==> src/rtl/dff_pipeline_hs.sv <==
// dff_pipeline_hs: DEPTH-stage register pipeline with valid/ready handshake.
// Bubbles collapse under stall; flush clears every stage's valid bit.
module dff_pipeline_hs #(
  parameter int BITS  = 8,
  parameter int DEPTH = 3,
  localparam int CW   = $clog2(DEPTH + 1)
) (
  input  logic            clk,
  input  logic            reset_L,
  input  logic            flush,
  input  logic            in_valid,
  input  logic [BITS-1:0] in_data,
  output logic            in_ready,
  output logic            out_valid,
  output logic [BITS-1:0] out_data,
  input  logic            out_ready,
  output logic [CW-1:0]   occupancy
);

  logic [DEPTH-1:0] v;
  logic [DEPTH-1:0] v_nxt;
  logic [DEPTH-1:0] rdy;
  logic [DEPTH-1:0] up_v;
  logic [DEPTH-1:0] ld;
  logic [BITS-1:0]  d    [DEPTH];
  logic [BITS-1:0]  up_d [DEPTH];
  logic [CW-1:0]    occ_nxt;

  // A stage may advance when it is empty or its successor advances.
  always_comb begin
    rdy = '0;
    rdy[DEPTH-1] = out_ready | ~v[DEPTH-1];
    for (int i = DEPTH - 2; i >= 0; i--)
      rdy[i] = rdy[i+1] | ~v[i];
  end

  always_comb begin
    up_v    = '0;
    up_v[0] = in_valid;
    up_d[0] = in_data;
    for (int i = 1; i < DEPTH; i++) begin
      up_v[i] = v[i-1];
      up_d[i] = d[i-1];
    end
  end

  always_comb begin
    v_nxt = v;
    ld    = '0;
    if (flush) begin
      v_nxt = '0;
    end else begin
      for (int i = 0; i < DEPTH; i++) begin
        if (rdy[i]) v_nxt[i] = up_v[i];
        ld[i] = rdy[i] & up_v[i];
      end
    end
  end

  always_comb begin
    occ_nxt = '0;
    for (int i = 0; i < DEPTH; i++)
      occ_nxt = occ_nxt + CW'(v_nxt[i]);
  end

  always_ff @(posedge clk or negedge reset_L) begin
    if (!reset_L) begin
      v         <= '0;
      occupancy <= '0;
      for (int i = 0; i < DEPTH; i++)
        d[i] <= '0;
    end else begin
      v         <= v_nxt;
      occupancy <= occ_nxt;
      for (int i = 0; i < DEPTH; i++)
        if (ld[i]) d[i] <= up_d[i];
    end
  end

  assign in_ready  = rdy[0] & ~flush;
  assign out_valid = v[DEPTH-1] & ~flush;
  assign out_data  = d[DEPTH-1];

endmodule

==> config.mk <==
export PLATFORM = sky130hd
export DESIGN_NAME = dff_pipeline_hs
export DESIGN_NICKNAME = d
export VERILOG_FILES = /design/src/rtl/dff_pipeline_hs.sv
export SDC_FILE = /design/constraint.sdc
export NUM_CORES = 1
export LEC_CHECK = 0
export CORE_MARGIN = 10
export CORE_UTILIZATION = 45
export DETAILED_ROUTE_END_ITERATION = 10
export PLACE_DENSITY = 0.72
export SKIP_CTS_REPAIR_TIMING = 1
export SLEW_MARGIN = 30
export SYNTH_ARGS = -nofsm -noshare
export SYNTH_HDL_FRONTEND = slang
export SYNTH_SLANG_ARGS = --single-unit
==> constraint.sdc <==
create_clock -name clk -period 1.7 [get_ports clk]
set_input_delay 0.255 -clock clk [delete_from_list [all_inputs] [get_ports clk]]
set_output_delay 0.255 -clock clk [all_outputs]
set_load 0.02 [all_outputs]
==> Word-level counts from Yosys, hierarchy flattened <==
Cells that the tools add are included.
{ "word_totals": {"ff_bits": 29, "inputBits": 13, "output_inout_bits": 12} }
{ "op_classes": {"add_sub_neg": 2, "mux": 5, "bitwise_logic": 12} }
{ "ops": {"columns": ["operator", "n"], "rows": [
  ["2-to-1 mux 3 bit", 2],
  ["AND 1 bit", 5],
  ["inverter 1 bit", 4],
  ["2-to-1 mux 1 bit", 3],
  ["OR 1 bit", 3],
  ["adder 1 x 1 -> 2 bit", 1],
  ["adder 2 x 1 -> 2 bit", 1]
]} }

==> Logic depth before layout (Yosys ltp) <==
{ "logic_depth": {"depth_word": 8, "depth_mapped": 4, "mapped_depth_nobuf": 4} }

==> Worst setup path before layout <==
No wires, ideal clock.
{ "synth_path": {"path_kind": "flip-flop to flip-flop", "from": "reg v[1]", "to": "reg d[16] (netlist name)", "setup_time_ns": 0.128, "t_arrival_ns": 1.381, "required_ns": 1.572, "slack_ns": 0.191, "stages_incl_launch_ff": 5, "n_path_buf": 1, "synth_period_minus_slack_ns": 1.509, "path_cell_list": "dfrtp_1 -> and4b_1 -> or3b_1 -> buf_2 -> mux2_1"} }
{ "synth_between": {"elab_chain_len": 5} }
{ "synth_lines": {"columns": ["item", "line", "source"], "rows": [
  ["from (decl)", "20", "logic [DEPTH-1:0] v;"],
  ["from (signal assigned)", "73", "v <= v_nxt;"],
  ["inverter 1 bit", "34", "rdy[i] = rdy[i+1] | ~v[i];"],
  ["OR 1 bit (2 in a row)", "34", null],
  ["AND 1 bit", "55", "ld[i] = rdy[i] & up_v[i];"],
  ["2-to-1 mux 3 bit", "50", "if (flush) begin"],
  ["to (signal, indexed assignment)", "76", "if (ld[i]) d[i] <= up_d[i];"],
  ["to (decl)", "25", "logic [BITS-1:0] d [DEPTH];"]
]} }
Every way passes these cells.
A chain may end at the register's enable or synchronous reset.

==> Final worst setup path <==
{ "layout_path": {"from": "reg v[1]", "to": "reg d[21] (netlist name)"} }
Same word-level chain as after synthesis.

==> flow_summary_export.csv <==
group,metric,value,unit
synth,syn_area,1170,um2
worst_hold_path,hp-class,"in -> async",
placement,dp_slack,-0.236,ns
critical_path,cp.required,1.90,ns
drt,dr.pass1.iters,5,
global_route,grt-busiest-layer,"met2",
cts,htree_levels,2,
critical_path,max_stage_delay,0.43,ns
drt,wire_per_inst,15.4,um
sta,slew_violations,0,
final_layout,diodes,0,
cts,worstSkewPairLatency,0.32,ns
critical_path,end_kind,"register",
run_status,status,"finished clean",
synth,yosys-top-cells-area,"dfrtp_1, mux2_2, mux2_1, buf_4, nor2_1",
floorplanning,die_w,71.0,um
critical_path,critPathLaunchType,"register",
final_layout,nNetsFinal,118,
power_and_ir_drop,vdd_drop_max,0.000765,V
drt,drtAntennaViolNets,0,
power_and_ir_drop,power.density,1260,nW/um2
floorplanning,rows,18,
critical_path,crit_buf_inv,1,
synth,yosysTopAreaCell,"dfrtp_1",
cts,cts_tree,"built",
drt,vias,662,
drt,drt_iter0_drc,16,
synth,synth_top_area_share,0.620,
synth,synthCells,79,
floorplanning,core_area,2480,um2
global_route,use_met1,0.0828,
sta,hold_viol,0,
global_route,antenna_found_initial,0,
placement,dp_hpwl,1.52,mm
drt,drc,0,
synth,ys_types,14,
global_route,gr-total-overflow,0,
critical_path,arrival,1.82,ns
critical_path,cp_top_family,"simple AND/OR/NAND/NOR gates",
floorplanning,io_pins,25,
critical_path,crit_slowest_cell,"dfrtp_1",
cts,cts_num_sinks,29,
global_route,grt_pass1_vias,788,
sta,tightest_slew,0.351,ns
floorplanning,dieHeight,71.0,um
synth,synth_seq_area_share,0.620,
floorplanning,dieArea,5040,um2
synth,yosys_warnings,0,
sta,finalClockSkew,0.00696,ns
synth,synth_fp_nets,93,
final_layout,finalNonFillerCells,134,
sta,fmax,618,MHz
sta,final.setup.worst_slack,0.0829,ns
power_and_ir_drop,power_leakage,0.675,nW
global_route,grt.total_usage,0.0908,
sta,min_period,1.62,ns
cts,clkTransAtPathRegs,0.09,ns
drt,wirelength,2.07,mm
global_route,grt_pass1_wl,3.59,mm
synth,yosys_register_bits,29,
cts,cts_buffers,5,
placement,port_buffers,24,
sta,fin_hold_ws,0.312,ns
final_layout,finalInstanceArea,1470,um2
sta,rsz0062_at_grt,"false",
cts,clk_path_buf_depth,2,
global_route,grt_max_degree,30,
critical_path,path_cells,"and4b_1 -> or3b_1 -> buf_4 -> mux2_1",
job,drv_cap,0,
placement,gp_congestion,0.762,
placement,placed_cells,127,
placement,place_area,1410,um2
floorplanning,start_util,0.473,
final_layout,areaGrowthSynthToFinish,25.6,%
cts,clock-root-buffer,"clkbuf_4",
sta,period_share,0.951,
sta,setup_viol,0,
drt,via_per_inst,4.94,
global_route,met2_usage,0.155,
final_layout,fin_util,0.594,
final_layout,drive_gt1_frac,0.269,
critical_path,crit_type,"reg -> reg",
sta,timing.slew.headroom,0.766,
synth,avgSynthCellArea,14.8,um2
critical_path,cp_max_fo,8,
global_route,met3_usage,0.0544,
==> report_power, final <==
group | switching (mW) | leakage (nW) | internal (mW)
Combinational | 0.218 | 0.291 | 0.294
Clock | 0.215 | 0.0314 | 0.195
Sequential | 0.0785 | 0.353 | 0.857
Total | 0.511 | 0.675 | 1.35
==> state kept, by name (all words and copies together), names as in the netlist <==
register / count
d: 16
out_data: 8
v: 3
occupancy: 2
==> stage by stage <==
stage,total power [mW],setup TNS (ns)
final,1.86,0
after global routing,1.98,0
after detailed placement,1.48,-3.41
after CTS,1.90,-0.335
after floorplan,1.32,0
after global placement,1.46,-2.89
==> worst paths after layout <==
path,startpoint,end,slack [ns],cells past startpoint
setup / recovery,v[1],d[21],0.08,4
hold / removal,reset_L,d[15],0.31,2
setup reg to reg,v[1],d[21],0.08,4
hold reg to reg,d[19],d[19],0.49,1
max in group asynchronous,reset_L,d[20],1.12,2
min in group clk,d[19],d[19],0.49,1
==> layer usage <==
| layer | routed length [um] | share of wire | vias to the layer above |
|---|---|---|---|
| li1 | - | - | 313 |
| met1 | 809 | 0.39 | 323 |
| met2 | 1050 | 0.51 | 19 |
| met3 | 145 | 0.070 | 7 |
| met4 | 59 | 0.029 | 0 |
| met5 | 0 | 0 | - |
==> placed cells by master, fill, tap and decap left out, drive strengths merged <==
cell and instances:
nor2 6, fa 1, clkdlybuf4s50 22, mux2 24, dfrtp 29, and4b 1
a21oi 1, dlymetal6s2s 2, buf 5, nor2b 2, a211o 1, clkbuf 7
or3b 2, inv 1
==> synthesized netlist by cell type, drive strengths merged <==
master / number
mux2: 24
buf: 11
a21oi: 1
nor2b: 2
fa: 1
or3b: 2
a211o: 1
and4b: 1
inv: 1
dfrtp: 29
nor2: 6
==> cell type report <==
class | instances | area, um2
timing repair buffer | 29 | 283
fill | 202 | 1010
multi-input combinational | 38 | 367
sequential | 29 | 726
inverter | 1 | 3.75
clock buffer | 7 | 55.1
tap | 30 | 37.5
==> logic make-up after synthesis <==
logic type               after synthesis  share of synthesized area
adder cells (fa/ha/maj)                1                     0.0171
buffers and inverters                 12                     0.0673
flip-flops                            29                      0.620
AO/OA/AOI/OAI                          2                     0.0117
AND/OR/NAND/NOR                       11                     0.0534
multiplexers                          24                      0.231
No activity file was read; power rests on OpenSTA's default activity.
